$ cat src/rtl/if_hazard_ctrl.sv
// Fetch-side hazard controller: load-use stalls, branch redirects and
// instruction-memory wait handling with a pending-redirect slot and fetch timeout.
module if_hazard_ctrl #(
    parameter int unsigned TIMEOUT = 255
) (
    input  logic        clk,
    input  logic        reset,
    input  logic [5:0]  id_opcode,
    input  logic [4:0]  id_rs,
    input  logic [4:0]  id_rt,
    input  logic        ex_memread,
    input  logic [4:0]  ex_rt,
    input  logic        ex_branch_taken,
    input  logic [31:0] ex_target,
    input  logic        imem_ready,
    output logic        pc_write,
    output logic        ifid_write,
    output logic        ifid_flush,
    output logic        idex_flush,
    output logic        pcsrc,
    output logic [31:0] if_a,
    output logic [15:0] stall_count,
    output logic        fetch_err,
    output logic        ctrl_state
);

    localparam int unsigned ADDR_W = 32;
    localparam int unsigned CNT_W  = 8;
    localparam int unsigned STL_W  = 16;
    localparam logic [CNT_W-1:0] TIMEOUT_CNT = CNT_W'(TIMEOUT);

    typedef enum logic {
        ST_RUN  = 1'b0,
        ST_WAIT = 1'b1
    } state_t;

    state_t              state, state_n;
    logic                pend_valid, pend_valid_n;
    logic [ADDR_W-1:0]   pend_target, pend_target_n;
    logic [CNT_W-1:0]    wait_cnt, wait_cnt_n;
    logic                uses_rt;
    logic                load_use;
    logic                fetch_err_set;

    // Instructions that read rt as a source operand
    always_comb begin
        case (id_opcode)
            6'h00, 6'h04, 6'h05, 6'h2B: uses_rt = 1'b1;
            default:                    uses_rt = 1'b0;
        endcase
    end

    assign load_use = ex_memread & (ex_rt != 5'd0) &
                      ((ex_rt == id_rs) | ((ex_rt == id_rt) & uses_rt));

    // Next-state and control outputs
    always_comb begin
        pc_write      = 1'b1;
        ifid_write    = 1'b1;
        ifid_flush    = 1'b0;
        idex_flush    = 1'b0;
        pcsrc         = 1'b0;
        if_a          = '0;
        state_n       = state;
        pend_valid_n  = pend_valid;
        pend_target_n = pend_target;
        wait_cnt_n    = wait_cnt;

        case (state)
            ST_RUN: begin
                if (ex_branch_taken) begin
                    pcsrc      = 1'b1;
                    if_a       = ex_target;
                    ifid_flush = 1'b1;
                    idex_flush = 1'b1;
                end else if (load_use) begin
                    pc_write   = 1'b0;
                    ifid_write = 1'b0;
                    idex_flush = 1'b1;
                end else if (!imem_ready) begin
                    pc_write   = 1'b0;
                    ifid_flush = 1'b1;
                    state_n    = ST_WAIT;
                    wait_cnt_n = '0;
                end
            end
            ST_WAIT: begin
                if (!imem_ready) begin
                    pc_write   = 1'b0;
                    ifid_flush = 1'b1;
                    if (wait_cnt != {CNT_W{1'b1}}) begin
                        wait_cnt_n = wait_cnt + CNT_W'(1);
                    end
                    // Only the first branch seen while waiting is remembered
                    if (ex_branch_taken && !pend_valid) begin
                        pend_valid_n  = 1'b1;
                        pend_target_n = ex_target;
                        idex_flush    = 1'b1;
                    end
                end else if (pend_valid) begin
                    pcsrc        = 1'b1;
                    if_a         = pend_target;
                    ifid_flush   = 1'b1;
                    pend_valid_n = 1'b0;
                    state_n      = ST_RUN;
                end else if (ex_branch_taken) begin
                    pcsrc      = 1'b1;
                    if_a       = ex_target;
                    ifid_flush = 1'b1;
                    idex_flush = 1'b1;
                    state_n    = ST_RUN;
                end else begin
                    state_n = ST_RUN;
                end
            end
            default: state_n = ST_RUN;
        endcase

        // Hold the pipeline frozen and flushed while in reset
        if (!reset) begin
            pc_write   = 1'b0;
            ifid_write = 1'b0;
            ifid_flush = 1'b1;
            idex_flush = 1'b1;
            pcsrc      = 1'b0;
            if_a       = '0;
        end
    end

    assign fetch_err_set = (state == ST_WAIT) &&
                           ((wait_cnt == TIMEOUT_CNT) || (wait_cnt_n == TIMEOUT_CNT));

    always_ff @(posedge clk or negedge reset) begin
        if (!reset) begin
            state       <= ST_RUN;
            pend_valid  <= 1'b0;
            pend_target <= '0;
            wait_cnt    <= '0;
            stall_count <= '0;
            fetch_err   <= 1'b0;
        end else begin
            state       <= state_n;
            pend_valid  <= pend_valid_n;
            pend_target <= pend_target_n;
            wait_cnt    <= wait_cnt_n;
            if (!pc_write && (stall_count != {STL_W{1'b1}})) begin
                stall_count <= stall_count + STL_W'(1);
            end
            if (fetch_err_set) begin
                fetch_err <= 1'b1;
            end
        end
    end

    assign ctrl_state = state;

endmodule

$ cat config.mk
export PLATFORM = sky130hd
export DESIGN_NAME = if_hazard_ctrl
export DESIGN_NICKNAME = d
export VERILOG_FILES = /design/src/rtl/if_hazard_ctrl.sv
export SDC_FILE = /design/constraint.sdc
export NUM_CORES = 1
export LEC_CHECK = 0
export CORE_UTILIZATION = 46
export CTS_CLUSTER_SIZE = 10
export DETAILED_ROUTE_END_ITERATION = 8
export GPL_ROUTABILITY_DRIVEN = 0
export PLACE_DENSITY = 0.81
export SYNTH_ARGS = -nofsm -noshare
export SYNTH_HDL_FRONTEND = slang
export SYNTH_SLANG_ARGS = --single-unit
$ cat constraint.sdc
create_clock -name clk -period 2.4 [get_ports clk]
set_input_delay 0.36 -clock clk [delete_from_list [all_inputs] [get_ports clk]]
set_output_delay 0.36 -clock clk [all_outputs]
set_load 0.01 [all_outputs]
* Word-level counts from Yosys, hierarchy flattened
Index checks and enable logic that the tools add are counted.
W data, S select, Z words.
** Cells by class
- Reductions and logical operators :: 12
- Bitwise gates (word level) :: 6
- Muxes and demuxes :: 43
- Equal/unequal tests :: 9
- Add/subtract/negate cells :: 2
** Operators by type and width (count)
- $mux W32 :: 4
- $pmux W32 S2 :: 1
- $mux W8 :: 5
- $mux W1 :: 27
- $add A16 B1 Y16 const B :: 1
- $eq A8 B8 Y1 const B :: 2
- $ne A16 B16 Y1 const B :: 1
- $pmux W8 S2 :: 1
- $eq A6 B3 Y1 const B :: 2
- $eq A5 B5 Y1 :: 2
- $pmux W1 S2 :: 5
- $add A8 B1 Y8 const B :: 1
- $ne A8 B8 Y1 const B :: 1
- $eq A6 B6 Y1 const B :: 1
- $logic_not A6 Y1 :: 1
- $reduce_bool A5 Y1 :: 1
- $reduce_or A4 Y1 :: 1
- $and A1 B1 Y1 :: 3
- $logic_and A1 B1 Y1 :: 3
- $reduce_and A3 Y1 :: 1
- $logic_not A1 Y1 :: 2
- $not A1 Y1 :: 2
- $reduce_and A2 Y1 :: 1
- $reduce_bool A2 Y1 :: 1
- other kinds (2) :: 2
** Storage, ports and cells
- Output and inout port bits :: 55
- Bits of input ports :: 58
- Register bits after elaboration :: 59
- Logic and storage cells :: 78

* Logic depth before layout (Yosys ltp)
Gate-level depths: netlist (run 1).
- Word-level depth :: 12
- Depth in mapped cells :: 7
- Mapped depth without buffers :: 7

* Least setup slack after synthesis (run 1)
OpenSTA, ideal clock, no wires.
- Path kind :: input-to-reg
- Start point :: input port ex_rt[1]
- End point :: register stall_count[12]
- Arrival time :: 2.005 ns
- Setup slack :: 0.267 ns
- Library setup time :: 0.128 ns
- Buffers on the path :: 1
- Data required time :: 2.272 ns
- Stages :: 7
- Path through :: or4_1 o211a_1 a31oi_1 and2_1 buf_6 nand4b_1 mux2_1
** Between the ends
- Longest elaborated chain between the ends :: 10
- Elaborated cells between the ends (all ways) :: 13
- Classes of those cells :: 2 x eq/ne; 4 x mux; 4 x bitwise; 3 x reduce/logical
** RTL lines
- start, declared :: RTL line 12 : input logic [4:0] ex_rt,
- $eq A5 B5 Y1 :: RTL line 54 : ((ex_rt == id_rs) | ((ex_rt == id_rt) & uses_rt));
- $and A1 B1 Y1 :: RTL line 54
- $or A1 B1 Y1 :: RTL line 54
- $and A1 B1 Y1 * :: RTL line 53 : assign load_use = ex_memread & (ex_rt != 5'd0) &
- $mux W1 * :: RTL line 76 : end else if (load_use) begin
- $mux W1 * :: RTL line 71 : if (ex_branch_taken) begin
- $pmux W1 S2 * :: RTL line 69 : case (state)
- $mux W1 * :: RTL line 120 : if (!reset) begin
- via pc_write :: RTL line 16 : output logic pc_write,
- $logic_not A1 Y1 * :: RTL line 146 : if (!pc_write && (stall_count != {STL_W{1'b1}})) begin
- $logic_and A1 B1 Y1 * :: RTL line 146
- end signal, assigned :: RTL line 147 : stall_count <= stall_count + STL_W'(1);
- end, declared :: RTL line 22 : output logic [15:0] stall_count,
The timed path passes the listed nets; every way through them passes the cells marked *.
A chain may end at the register's enable or synchronous reset.

* Worst setup path in the final report (run 1)
- Start point :: input port id_rs[0]
- End point :: output port ifid_flush
** Between the ends
- Longest elaborated chain between the ends :: 7
** RTL lines
- start, declared :: RTL line 9 : input logic [4:0] id_rs,
- $eq A5 B5 Y1 :: RTL line 54
- $or A1 B1 Y1 :: RTL line 54
- $and A1 B1 Y1 :: RTL line 53
- $mux W1 :: RTL line 76
- $mux W1 :: RTL line 71
- $pmux W1 S2 :: RTL line 69
- $mux W1 :: RTL line 120
- end, declared :: RTL line 18 : output logic ifid_flush,
No other way between the ends.

==> qor.yml, run 1 <==
root_buffer: "clkbuf_8"
cp.required_ns: 2.04
yosysWarnings: 0
drt_first_pass_iters: 4
coreArea_sq_mm: 0.00687
synthMuxAreaShare_pct: 12.5
hold_class: "in -> async"
multi_input_area_sq_mm: 0.00184
maxSlewViolCount: 0
grt_pass1_wl_mm: 16.2
power.total_w: 0.00346
clockBufferDepth: 2
vias: 3410
pwr-share-clk_pct: 27.6
seqCellArea_sq_mm: 0.00148
ir_drop_mv: 0.441
r2r_slack_ns: 0.26
grt_util_met2_pct: 47.0
yosys.area_share.simple_pct: 22.6
setup_viol: 0
wl_per_cell_um: 16.3
die_w_um: 86.6
finalWorstSetupSlack_ns: 0.0360
synth_xor_xnor_area_share_pct: 6.38
syn-cell-area_sq_mm: 0.00329
fin_crit_sh_pct: 98.5
cts.sinks: 59
numCtsBuffers: 9
fmax_ghz: 0.423
cts_tree: "built"
slew_headroom_pct: 49.0
crit_type: "in -> out"
drv_cap: 0
drive_gt1_share_pct: 26.0
powerDensity_mw_per_mm2: 672
power.share.combinational_pct: 29.6
grt.busiest_layer: "met2"
critical_path.cell_chain: "clkdlybuf4s50_1 > xor2_1 > nor3_2 > nand2_1 > a21oi_2 > nand2b_1 > a211o_1 > buf_2"
p_seq_share_pct: 42.8
hold_buffers: 0
switchingPower_w: 0.00109
dp_hpwl_mm: 6.74
pre_cts_ws_ns: -0.616
path_buf_inv: 2
io_pins: 113
post-route-min-period_ns: 2.36
p_leak_nw: 2.27
grt_use_total_pct: 27.9
ys_seq_elements: 59
routed_wl_mm: 10.1
synth_top_family_by_area: "simple AND/OR/NAND/NOR gates"
drt-vias-per-instance: 5.51
critPathCaptureType: "output pin"
drc_errors: 0
r2r-end: "stall_count[12]$_DFFE_PN0P_"
fin_skew_ns: 0.00917
first_iter_violations: 175
postSynthAreaPerCell_sq_um: 9.20
syn_inst: 358
layout_common_cells: "clkdlybuf4s50_1, dfrtp_1, nand2_1"
status: "complete, no violations"
antenna_left: 0
synth_nets: 418
final_common_cell: "clkdlybuf4s50_1"
diodes: 0
intPower_w: 0.00237
synth_compound_area_share_pct: 9.76
fin_cells: 619
grt_remaining_overflow: 0
start_util_pct: 47.9
rows: 30
path_delay_family: "buffers and inverters"
die-area_sq_mm: 0.00750
final_nets: 578
final_hold_viol_count: 0
cpPeakStageDelay_ns: 0.41
worst_setup_path_start_kind: "input port"
ys_seq_area_share_pct: 44.8
fillers: 491
chipHeight_um: 86.6
tightest_slew_ns: 0.759
worstSetupPathDepth: 8
area.growth.synth_to_final_pct: 56.3
whs_ns: 0.00593
path_max_fanout: 2
grt_max_degree: 30
met1_usage_pct: 34.5
ys_types: 38
cts_htree_levels: 3
antenna_found_initial: 0
rsz0062_at_grt: "true"
p_sw_share_pct: 31.4
cp.arrival_ns: 2.00
grt_pass1_vias: 3456
r2r_cells: 8
dp_cells: 581
io_buffers: 112
cp_slowest_cell: "clkdlybuf4s50_1"
insertion_delay_ns: 0.35
clk_pin_slew_ns: 0.07
met3_usage_pct: 6.29
finish.utilization_pct: 74.9
r2r_start: "ctrl_state$_DFF_PN0_"
synthAdderAreaFrac_pct: 0.760
## registers in the layout (all words and copies together) (netlist names)
signal and flops:
pend_target 32, stall_count 16, wait_cnt 8, ctrl_state 1, fetch_err 1, pend_valid 1
## metrics by stage
stage,TNS (ns),instance area [sq um]
finish,0,5150
global route,-0.0879,5150
CTS,0,5030
detailed placement,-8.04,4710
global placement,-7.08,4710
floorplan,0,3290
## cells in the mapped netlist
library cell,number,area share [%]
o211a_1,1,0.30
o21ba_2,1,0.30
and4_1,2,0.53
xor2_1,18,4.8
buf_2,3,0.46
dfrtp_1,59,45
a211o_1,1,0.27
mux2_1,2,0.68
nand3_1,41,6.2
nand4_1,7,1.3
nand2_1,54,6.2
or4_1,1,0.23
o21ai_0,11,1.7
buf_6,1,0.34
mux2i_1,3,0.91
o22ai_1,2,0.38
nor4_2,1,0.38
nor3b_1,2,0.46
or3_1,6,1.1
nor4_1,4,0.76
and2_1,2,0.38
inv_1,5,0.57
xnor2_1,6,1.6
a221o_1,1,0.30
nand2b_1,4,0.76
nor3_1,8,1.2
nand4b_1,1,0.27
mux2_2,32,11
nor2b_1,2,0.38
clkbuf_1,15,1.7
a31oi_1,1,0.19
a21oi_1,40,6.1
a2bb2oi_1,1,0.27
ha_1,2,0.76
nor2_1,14,1.6
nor4b_1,1,0.27
or2_2,1,0.19
and3_1,2,0.38
## area by class of cell
class / instances / area share [%]
multi-input cells: 275 / 35.8
flip-flops and latches: 59 / 28.7
repair buffers: 168 / 28.7
clock buffers: 11 / 2.94
well taps: 96 / 2.33
clock inverters: 5 / 1.19
inverters: 5 / 0.365
## worst max-delay path by stage
stage	from	endpoint	slack (ns)
after global routing	id_rs[0]	ifid_flush	-0.07
final	id_rs[0]	ifid_flush	0.04
after CTS	imem_ready	if_a[2]	0.004
after global placement	ex_rt[3]	ifid_flush	-0.61
after detailed placement	ex_rt[3]	ifid_flush	-0.62
after floorplan	ex_rt[1]	stall_count[12]$_DFFE_PN0P_	0.27
## repair_timing
item	CTS	global route
gates resized for setup	83	21
setup buffers	18	5
pin swaps	10	8
setup endpoints to repair	37	19
## kinds of logic (layout without fill, tap and decap cells)
group | count (synthesis) | count (layout)
buffers and inverters | 24 | 189
muxes | 37 | 37
adders and majority gates | 2 | 2
DFF | 59 | 59
AOI/OAI and AO/OA | 59 | 59
xor gates and xnor gates | 24 | 24
and+or+nand+nor | 153 | 153
## power groups by stage
stage | Clock (W) | Sequential [W] | Combinational, W
3_5_place_dp | 0 | 0.00149 | 0.000991
4_1_cts | 0.000963 | 0.00147 | 0.000996
5_1_grt | 0.00101 | 0.00151 | 0.00111
3_3_place_gp | 0 | 0.00147 | 0.000960
2_1_floorplan | 0 | 0.00147 | 0.000490
6_report | 0.000955 | 0.00148 | 0.00102
## per-layer routing
metal	routed length, um	vias up	share of wire [%]
met5	0	-	0
met3	458	29	4.5
met2	5130	112	51
met1	4170	1690	41
met4	315	0	3.1
li1	-	1579	-
(Power assumes the default switching activity.)
==> run 2: changes to the inputs <==
SKIP_CTS_REPAIR_TIMING = 1   (was unset)
==> qor.yml, run 2 (synthesized netlist as in run 1, its figures left out) <==
status: "finished with violations"
violations: "negative setup slack"
multi_input_area_sq_mm: 0.00176
ir_drop_mv: 0.444
first_iter_violations: 212
setup_tns_ns: -0.107
grt_remaining_overflow: 0
worstSetupPathDepth: 8
worst_setup_path_start_kind: "input port"
whs_ns: 0.0183
grt_pass1_wl_mm: 15.2
cts_tree: "built"
cp.arrival_ns: 2.15
dp_hpwl_mm: 6.74
cp.required_ns: 2.04
final_hold_viol_count: 0
grt_max_degree: 30
hold_class: "in -> async"
die_w_um: 86.6
coreArea_sq_mm: 0.00687
fin_skew_ns: 0.0118
place_area_sq_mm: 0.00471
rsz0062_at_grt: "true"
regMostFlops: "pend_target"
drt_first_pass_iters: 5
fin_crit_sh_pct: 104
fmax_ghz: 0.399
final_common_cell: "clkdlybuf4s50_1"
io_pins: 113
r2r_cells: 9
finalWorstSetupSlack_ns: -0.107
chipHeight_um: 86.6
grt_use_total_pct: 25.9
start_util_pct: 47.9
cts_htree_levels: 3
maxSlewViolCount: 0
rows: 30
die-area_sq_mm: 0.00750
slew_headroom_pct: 50.1
path_delay_family: "buffers and inverters"
clk_pin_slew_ns: 0.08
clockBufferDepth: 2
seqCellArea_sq_mm: 0.00148
cp_slowest_cell: "clkdlybuf4s50_1"
routed_wl_mm: 9.70
drc_errors: 0
drt-vias-per-instance: 5.51
vias: 3329
setup_viol: 1
post-route-min-period_ns: 2.51
tightest_slew_ns: 0.743
layout_common_cells: "clkdlybuf4s50_1, dfrtp_1, nand2_1"
antenna_found_initial: 0
final_nets: 563
grt_pass1_vias: 3277
crit_type: "in -> out"
fin_area_sq_mm: 0.00507
p_leak_nw: 2.30
pre_cts_ws_ns: -0.616
critPathCaptureType: "output pin"
path_buf_inv: 2
cpPeakStageDelay_ns: 0.42
area.growth.synth_to_final_pct: 54.1
antenna_left: 0
wl_per_cell_um: 16.1
critical_path.cell_chain: "clkdlybuf4s50_1 > xor2_1 > nor4_2 > nand3_1 > a21oi_2 > nand2b_1 > a211o_1 > buf_2"
fillers: 493
cts.sinks: 59
io_buffers: 112
power.total_w: 0.00344
numCtsBuffers: 9
diodes: 0
path_max_fanout: 2
drive_gt1_share_pct: 21.1
largest_register_ffs: 32
drv_cap: 0
root_buffer: "clkbuf_8"
insertion_delay_ns: 0.34
powerDensity_mw_per_mm2: 678
reg_top3: "pend_target: 32 flops, stall_count: 16 flops, wait_cnt: 8 flops"
[run 2: layer usage]
metal / vias to the layer above / share of wire, % / global-route usage (%)
met4: 0 / 1.7 / 8.48
met3: 16 / 6.0 / 5.90
li1: 1552 / - / -
met5: - / 0 / 0
met1: 1625 / 41 / 32.8
met2: 136 / 51 / 43.9
[run 2: final timing paths]
| kind | to | slack (ns) | startpoint |
|---|---|---|---|
| worst min-delay path | wait_cnt[2]$_DFF_PN0_ | 0.02 | reset |
| max in group asynchronous | stall_count[4]$_DFFE_PN0P_ | 2.01 | reset |
| worst max register to register | stall_count[9]$_DFFE_PN0P_ | 0.20 | ctrl_state$_DFF_PN0_ |
| min in group clk | pend_valid$_DFFE_PN0P_ | 0.47 | imem_ready |
| worst min register to register | fetch_err$_DFFE_PN0P_ | 0.49 | fetch_err$_DFFE_PN0P_ |
| worst max-delay path | ifid_flush | -0.11 | id_rt[3] |
[run 2: final cells by class]
| type | instances | area share, % |
|---|---|---|
| Multi-Input combinational cell | 275 | 34.6 |
| Timing Repair Buffer | 153 | 29.3 |
| Sequential cell | 59 | 29.1 |
| Clock buffer | 11 | 2.98 |
| Tap cell | 96 | 2.37 |
| Clock inverter | 5 | 1.21 |
| Inverter | 5 | 0.370 |
[run 2: metrics by stage]
step                      util, %  std cells
after detailed placement     68.5        581
after global routing         73.9        604
final                        73.9        604
after CTS                    71.6        597
after global placement       68.5        581
after floorplan                 -        358
[run 2: report_power, final]
group	total, W	internal [W]	switching (W)
Combinational	0.00101	0.000582	0.000432
Sequential	0.00148	0.00126	0.000217
Clock	0.000949	0.000537	0.000412
